===== src/rtl/mem_be_ctrl.sv =====
// Single-port synchronous memory with byte strobes, a post-reset/on-demand scrub,
// out-of-range detection and configurable read latency behind a valid/ready handshake.
module mem_be_ctrl #(
  parameter int              WIDTH        = 16,
  parameter int              DEPTH        = 64,
  parameter int              ADDR_WIDTH   = $clog2(DEPTH),
  parameter int              READ_LATENCY = 1,
  parameter logic [WIDTH-1:0] FILL_VALUE  = '0
) (
  input  logic                  clk_i,
  input  logic                  rst_i,
  input  logic                  valid_i,
  input  logic                  wr_rd_i,
  input  logic [ADDR_WIDTH-1:0] addr_i,
  input  logic [WIDTH-1:0]      wdata_i,
  input  logic [WIDTH/8-1:0]    strb_i,
  input  logic                  clr_i,
  output logic [WIDTH-1:0]      rdata_o,
  output logic                  ready_o,
  output logic                  err_o,
  output logic                  busy_o
);

  localparam int NB = WIDTH / 8;
  localparam logic [ADDR_WIDTH:0]   DEPTH_EXT = (ADDR_WIDTH + 1)'(DEPTH);
  localparam logic [ADDR_WIDTH-1:0] LAST_ADDR = ADDR_WIDTH'(DEPTH - 1);
  // Terminal count of the RD wait; unreachable when READ_LATENCY is 1.
  localparam logic [1:0]            LAT_LAST  = 2'(READ_LATENCY - 2);

  generate
    if ((WIDTH % 8) != 0 || READ_LATENCY < 1 || READ_LATENCY > 4) begin : g_bad_param
      $error("mem_be_ctrl: WIDTH must be a multiple of 8 and READ_LATENCY in 1..4");
    end
  endgenerate

  typedef enum logic [1:0] {S_INIT, S_IDLE, S_RD, S_ACK} state_t;

  state_t                r_state;
  logic [ADDR_WIDTH-1:0] r_cnt;
  logic [ADDR_WIDTH-1:0] r_addr;
  logic                  r_oor;
  logic [1:0]            r_lat;

  logic [WIDTH-1:0] mem [0:DEPTH-1];

  logic                  w_in_oor;
  logic                  w_acc_wr;
  logic                  w_acc_rd;
  logic                  w_rd_done;
  logic                  w_rd_oor;
  logic [ADDR_WIDTH-1:0] w_rd_addr;
  logic [NB-1:0]         w_we;
  logic [ADDR_WIDTH-1:0] w_waddr;
  logic [WIDTH-1:0]      w_wdata;

  assign w_in_oor  = ({1'b0, addr_i} >= DEPTH_EXT);
  assign w_acc_wr  = (r_state == S_IDLE) && !clr_i && valid_i && wr_rd_i;
  assign w_acc_rd  = (r_state == S_IDLE) && !clr_i && valid_i && !wr_rd_i;
  assign w_rd_done = ((r_state == S_RD) && (r_lat == LAT_LAST)) ||
                     (w_acc_rd && (READ_LATENCY == 1));
  // A latency-1 read takes its address straight from the request.
  assign w_rd_addr = (r_state == S_IDLE) ? addr_i : r_addr;
  assign w_rd_oor  = (r_state == S_IDLE) ? w_in_oor : r_oor;

  // Single write port shared by the scrub sequence and strobed host writes.
  always_comb begin
    w_we    = '0;
    w_waddr = addr_i;
    w_wdata = wdata_i;
    if (r_state == S_INIT) begin
      w_we    = '1;
      w_waddr = r_cnt;
      w_wdata = FILL_VALUE;
    end else if (w_acc_wr && !w_in_oor) begin
      w_we = strb_i;
    end
  end

  always_ff @(posedge clk_i) begin
    for (int k = 0; k < NB; k++) begin
      if (w_we[k]) begin
        mem[w_waddr][8*k +: 8] <= w_wdata[8*k +: 8];
      end
    end
  end

  always_ff @(posedge clk_i or posedge rst_i) begin
    if (rst_i) begin
      r_state <= S_INIT;
      r_cnt   <= '0;
      r_addr  <= '0;
      r_oor   <= 1'b0;
      r_lat   <= '0;
      rdata_o <= '0;
      ready_o <= 1'b0;
      err_o   <= 1'b0;
      busy_o  <= 1'b1;
    end else begin
      ready_o <= 1'b0;
      err_o   <= 1'b0;
      if (w_rd_done) begin
        rdata_o <= w_rd_oor ? '0 : mem[w_rd_addr];
      end
      case (r_state)
        S_INIT: begin
          r_cnt <= r_cnt + 1'b1;
          if (r_cnt == LAST_ADDR) begin
            r_cnt   <= '0;
            r_state <= S_IDLE;
            busy_o  <= 1'b0;
          end
        end
        S_IDLE: begin
          if (clr_i) begin
            r_state <= S_INIT;
            r_cnt   <= '0;
            busy_o  <= 1'b1;
          end else if (w_acc_wr) begin
            r_state <= S_ACK;
            ready_o <= 1'b1;
            err_o   <= w_in_oor;
          end else if (w_acc_rd) begin
            r_addr <= addr_i;
            r_oor  <= w_in_oor;
            r_lat  <= '0;
            if (READ_LATENCY == 1) begin
              r_state <= S_ACK;
              ready_o <= 1'b1;
              err_o   <= w_in_oor;
            end else begin
              r_state <= S_RD;
            end
          end
        end
        S_RD: begin
          if (r_lat == LAT_LAST) begin
            r_state <= S_ACK;
            ready_o <= 1'b1;
            err_o   <= r_oor;
          end else begin
            r_lat <= r_lat + 2'd1;
          end
        end
        S_ACK: begin
          r_state <= S_IDLE;
        end
        default: begin
          r_state <= S_INIT;
          r_cnt   <= '0;
          busy_o  <= 1'b1;
        end
      endcase
    end
  end

endmodule


===== config.mk =====
export PLATFORM = sky130hd
export DESIGN_NAME = mem_be_ctrl
export DESIGN_NICKNAME = d
export VERILOG_FILES = /design/src/rtl/mem_be_ctrl.sv
export SDC_FILE = /design/constraint.sdc
export NUM_CORES = 1
export LEC_CHECK = 0
export CAP_MARGIN = 15
export CORE_MARGIN = 3
export CORE_UTILIZATION = 40
export DETAILED_ROUTE_END_ITERATION = 8
export GPL_ROUTABILITY_DRIVEN = 1
export PLACE_DENSITY = 0.65
export SYNTH_ARGS = -nofsm -noshare
export SYNTH_HDL_FRONTEND = slang
export SYNTH_SLANG_ARGS = --single-unit
export TNS_END_PERCENT = 1

===== constraint.sdc =====
create_clock -name clk_i -period 8.4 [get_ports clk_i]
set_clock_uncertainty 0.2 [all_clocks]
set_input_delay 0.84 -clock clk_i [delete_from_list [all_inputs] [get_ports clk_i]]
set_output_delay 0.84 -clock clk_i [all_outputs]
set_load 0.01 [all_outputs]

==> flow_metrics.tcl <==
set metrics [dict create \
    status "finished clean" \
    ff2ff_path_depth 11 \
    drv_slew 0 \
    cts_inserted_buffers 107 \
    synth_enable_flop_cells 1024 \
    htree_num_levels 3 \
    gp_congestion 0.836 \
    crit_path_cell_trace "inv_1 > ha_1 > buf_4 > or3b_1 > nand2_8 > buf_4 > nor2_1 > o22ai_1 > o31ai_1 > o211ai_1 > o211ai_1" \
    setup_viol 0 \
    clock_latency_ps 680 \
    cp.arrival_ps 4970 \
    drt-total-wl_mm 116 \
    fillers 9511 \
    final_area_um2 48800 \
    syn-num-nets 3473 \
    drt_iter0_markers 3342 \
    critical_path.max_fanout 96 \
    grt_max_degree 185 \
    seq_area_um2 31600 \
    async_flop_share 0.0321 \
    period_share 0.554 \
    fin_crit_ps 4650 \
    fp.dieW_um 336 \
    tightest_slew_ps 1110 \
    holdPathStages 2 \
    startpoint_type "flop" \
    r2r_end "rdata_o[12]$_DFFE_PP0P_" \
    placed_area_um2 45200 \
    grt_pass1_vias 27200 \
    hp-start "r_lat[1]$_DFFE_PP0P_" \
    min_path_type "flop to flop" \
    viasPerCell 5.73 \
    groute.usage.overall 0.203 \
    drc 0 \
    power_density_nw_per_um2 341 \
    area_growth_pct 12.3 \
    grt_pass1_wl_mm 174 \
    synth_flop_cell "edfxtp_1" \
    post_cts_buffers 0 \
    core_um2 108000 \
    ys.warnings.count 0 \
    p_leak_nw 15.8 \
    routedWlPerCell_um 23.6 \
    drive_above_1_share 0.0710 \
    post_cts_resized 0 \
    multiInputGateArea_um2 11000 \
    post-dp-hpwl_mm 66.1 \
    drv_cap 0 \
    grt_overflow 0 \
    syn-cell-area_um2 43500 \
    start_util 0.404 \
    fin_nets 3462 \
    clock_sinks 1058 \
    reg2reg_from "r_state[1]$_DFFE_PP0P_" \
    rsz0062_at_grt "false" \
    critical-path-slowest-cell "buf_4" \
    io_buffers 46 \
    cp.depth 11 \
    fmax_mhz 215 \
    fin_tns_setup_ps 0 \
    place_inst 4721 \
    ant_nets 0 \
    slowest_delay_ps 940 \
    root_buffer "clkbuf_16" \
    critPathTopFamily "buffers and inverters" \
    crit_type "flop to flop" \
    die_height_um 336 \
    whs_endpoint "r_lat[1]$_DFFE_PP0P_" \
    io_pins 48 \
    yosysUniqueCellTypes 66 \
    vias 28200 \
    final_hold_viol_count 0 \
    cts_tree "done" \
    final_cells 4924 \
    synthCells 3438 \
    cts_max_path_buffers 3 \
    r2r_setup_slack_ps 3750 \
    ir_drop_mv 0.493 \
    rows 120 \
    antenna_found_initial 6 \
    critPathCaptureType "flop" \
    ys_seq_area_frac 0.727 \
    syn_area_per_cell_um2 12.6 \
    path_buf_inv 3 \
    dieArea_um2 113000 \
    worst_ep_required_time_ps 8720 \
    maxSlewHeadroom 0.258 \
    ys_ff_latch 1058 \
    cts_hold_buf 0 \
    path_clk_slew_ps 70 \
    holdWs_ps 293 \
    first_pass_iters 6 \
    power_w 0.0166 \
]
==> worst reg2reg max path: cells and delay by family, from the launching register on <==
kind,cells,cell delay (ps)
flip-flops,1,400
adder cells (fa/ha/maj),1,150
AND/OR/NAND/NOR,3,1180
buffers and inverters,3,1400
AO/OA/AOI/OAI,4,1180
==> power breakdown <==
| group | leakage [nW] | total, W | internal, W | switching, W |
|---|---|---|---|---|
| sequential | 9.69 | 0.00646 | 0.00633 | 0.000129 |
| combinational | 4.37 | 0.00532 | 0.00136 | 0.00396 |
| clock | 1.74 | 0.00484 | 0.00284 | 0.00200 |
| total | 15.8 | 0.0166 | 0.0105 | 0.00609 |
==> Yosys cell counts, types with 21 or more instances <==
cell type	count	area, um^2
edfxtp_1	1024	30700
nor2_1	823	3090
nand2_1	302	1130
o21ai_0	267	1340
a21oi_1	261	1310
buf_2	106	531
clkbuf_1	71	267
o221ai_1	50	438
o21bai_1	49	368
o211ai_1	48	360
o22ai_1	48	300
nand3_1	38	190
dfrtp_1	33	826
nand2b_1	21	131
==> routing by layer <==
metal / wire length [um] / GRT usage
met2: 53500 / 0.320
met3: 11500 / 0.0386
met1: 48100 / 0.285
met4: 2980 / 0.0628
met5: 40 / 0
==> registers in the layout, indices dropped and copies added, names as in the netlist <==
register  count
busy_o        1
mem        1024
r_cnt         6
r_lat         2
r_addr        6
rdata_o      16
ready_o       1
r_state       2
==> final cells by class <==
class	instances	share of cell area
sequential	1058	0.648
multi-input combinational	2160	0.225
clock buffer	137	0.0595
tap	1403	0.0360
timing repair buffer	90	0.0177
clock inverter	64	0.0138
inverter	10	0.000769
antenna	2	0.000103
==> kinds of logic after synthesis <==
kind of cell	share of synthesized area
DFF	0.727
muxes	0.00455
adders and majority gates	0.00173
and+or+nand+nor	0.119
other	0.0000863
buffers and inverters	0.0246
AOI/OAI and AO/OA	0.123
xor gates and xnor gates	0.000403
==> worst max-delay path by stage <==
stage / startpoint / end / slack, ps
after floorplan: r_state[0]$_DFFE_PP0P_ / mem[0][10]$_DFFE_PP_ / 4790
after global placement: addr_i[1] / rdata_o[12]$_DFFE_PP0P_ / 3430
after CTS: r_state[1]$_DFFE_PP0P_ / rdata_o[12]$_DFFE_PP0P_ / 3760
after detailed placement: addr_i[1] / rdata_o[12]$_DFFE_PP0P_ / 3310
final: r_state[1]$_DFFE_PP0P_ / rdata_o[12]$_DFFE_PP0P_ / 3750
after global routing: r_state[1]$_DFFE_PP0P_ / rdata_o[12]$_DFFE_PP0P_ / 3560
==> through the flow <==
stage / setup WS, ps / utilization
2_1_floorplan: 4790 / -
3_3_place_gp: 3430 / 0.421
3_5_place_dp: 3310 / 0.421
4_1_cts: 3760 / 0.454
5_1_grt: 3560 / 0.454
6_report: 3750 / 0.454
==> cells in the final DEF, fill, tap and decap left out, drive strengths merged, types with 17 or more instances in the layout <==
| cell type | Yosys | routed |
|---|---|---|
| clkbuf | 74 | 137 |
| nand2b | 22 | 22 |
| o31ai | 19 | 19 |
| clkinv | 0 | 45 |
| dfrtp | 33 | 33 |
| or3 | 17 | 17 |
| nand4 | 18 | 18 |
| o21ai | 269 | 269 |
| nand2 | 304 | 304 |
| o221ai | 50 | 50 |
| buf | 136 | 44 |
| nand3 | 38 | 38 |
| clkdlybuf4s50 | 0 | 46 |
| o21bai | 49 | 49 |
| edfxtp | 1024 | 1024 |
| o211ai | 48 | 48 |
| o32ai | 18 | 18 |
| nor2 | 823 | 823 |
| o22ai | 49 | 49 |
| a21oi | 261 | 261 |
No activity file was read; power rests on OpenSTA's default activity.
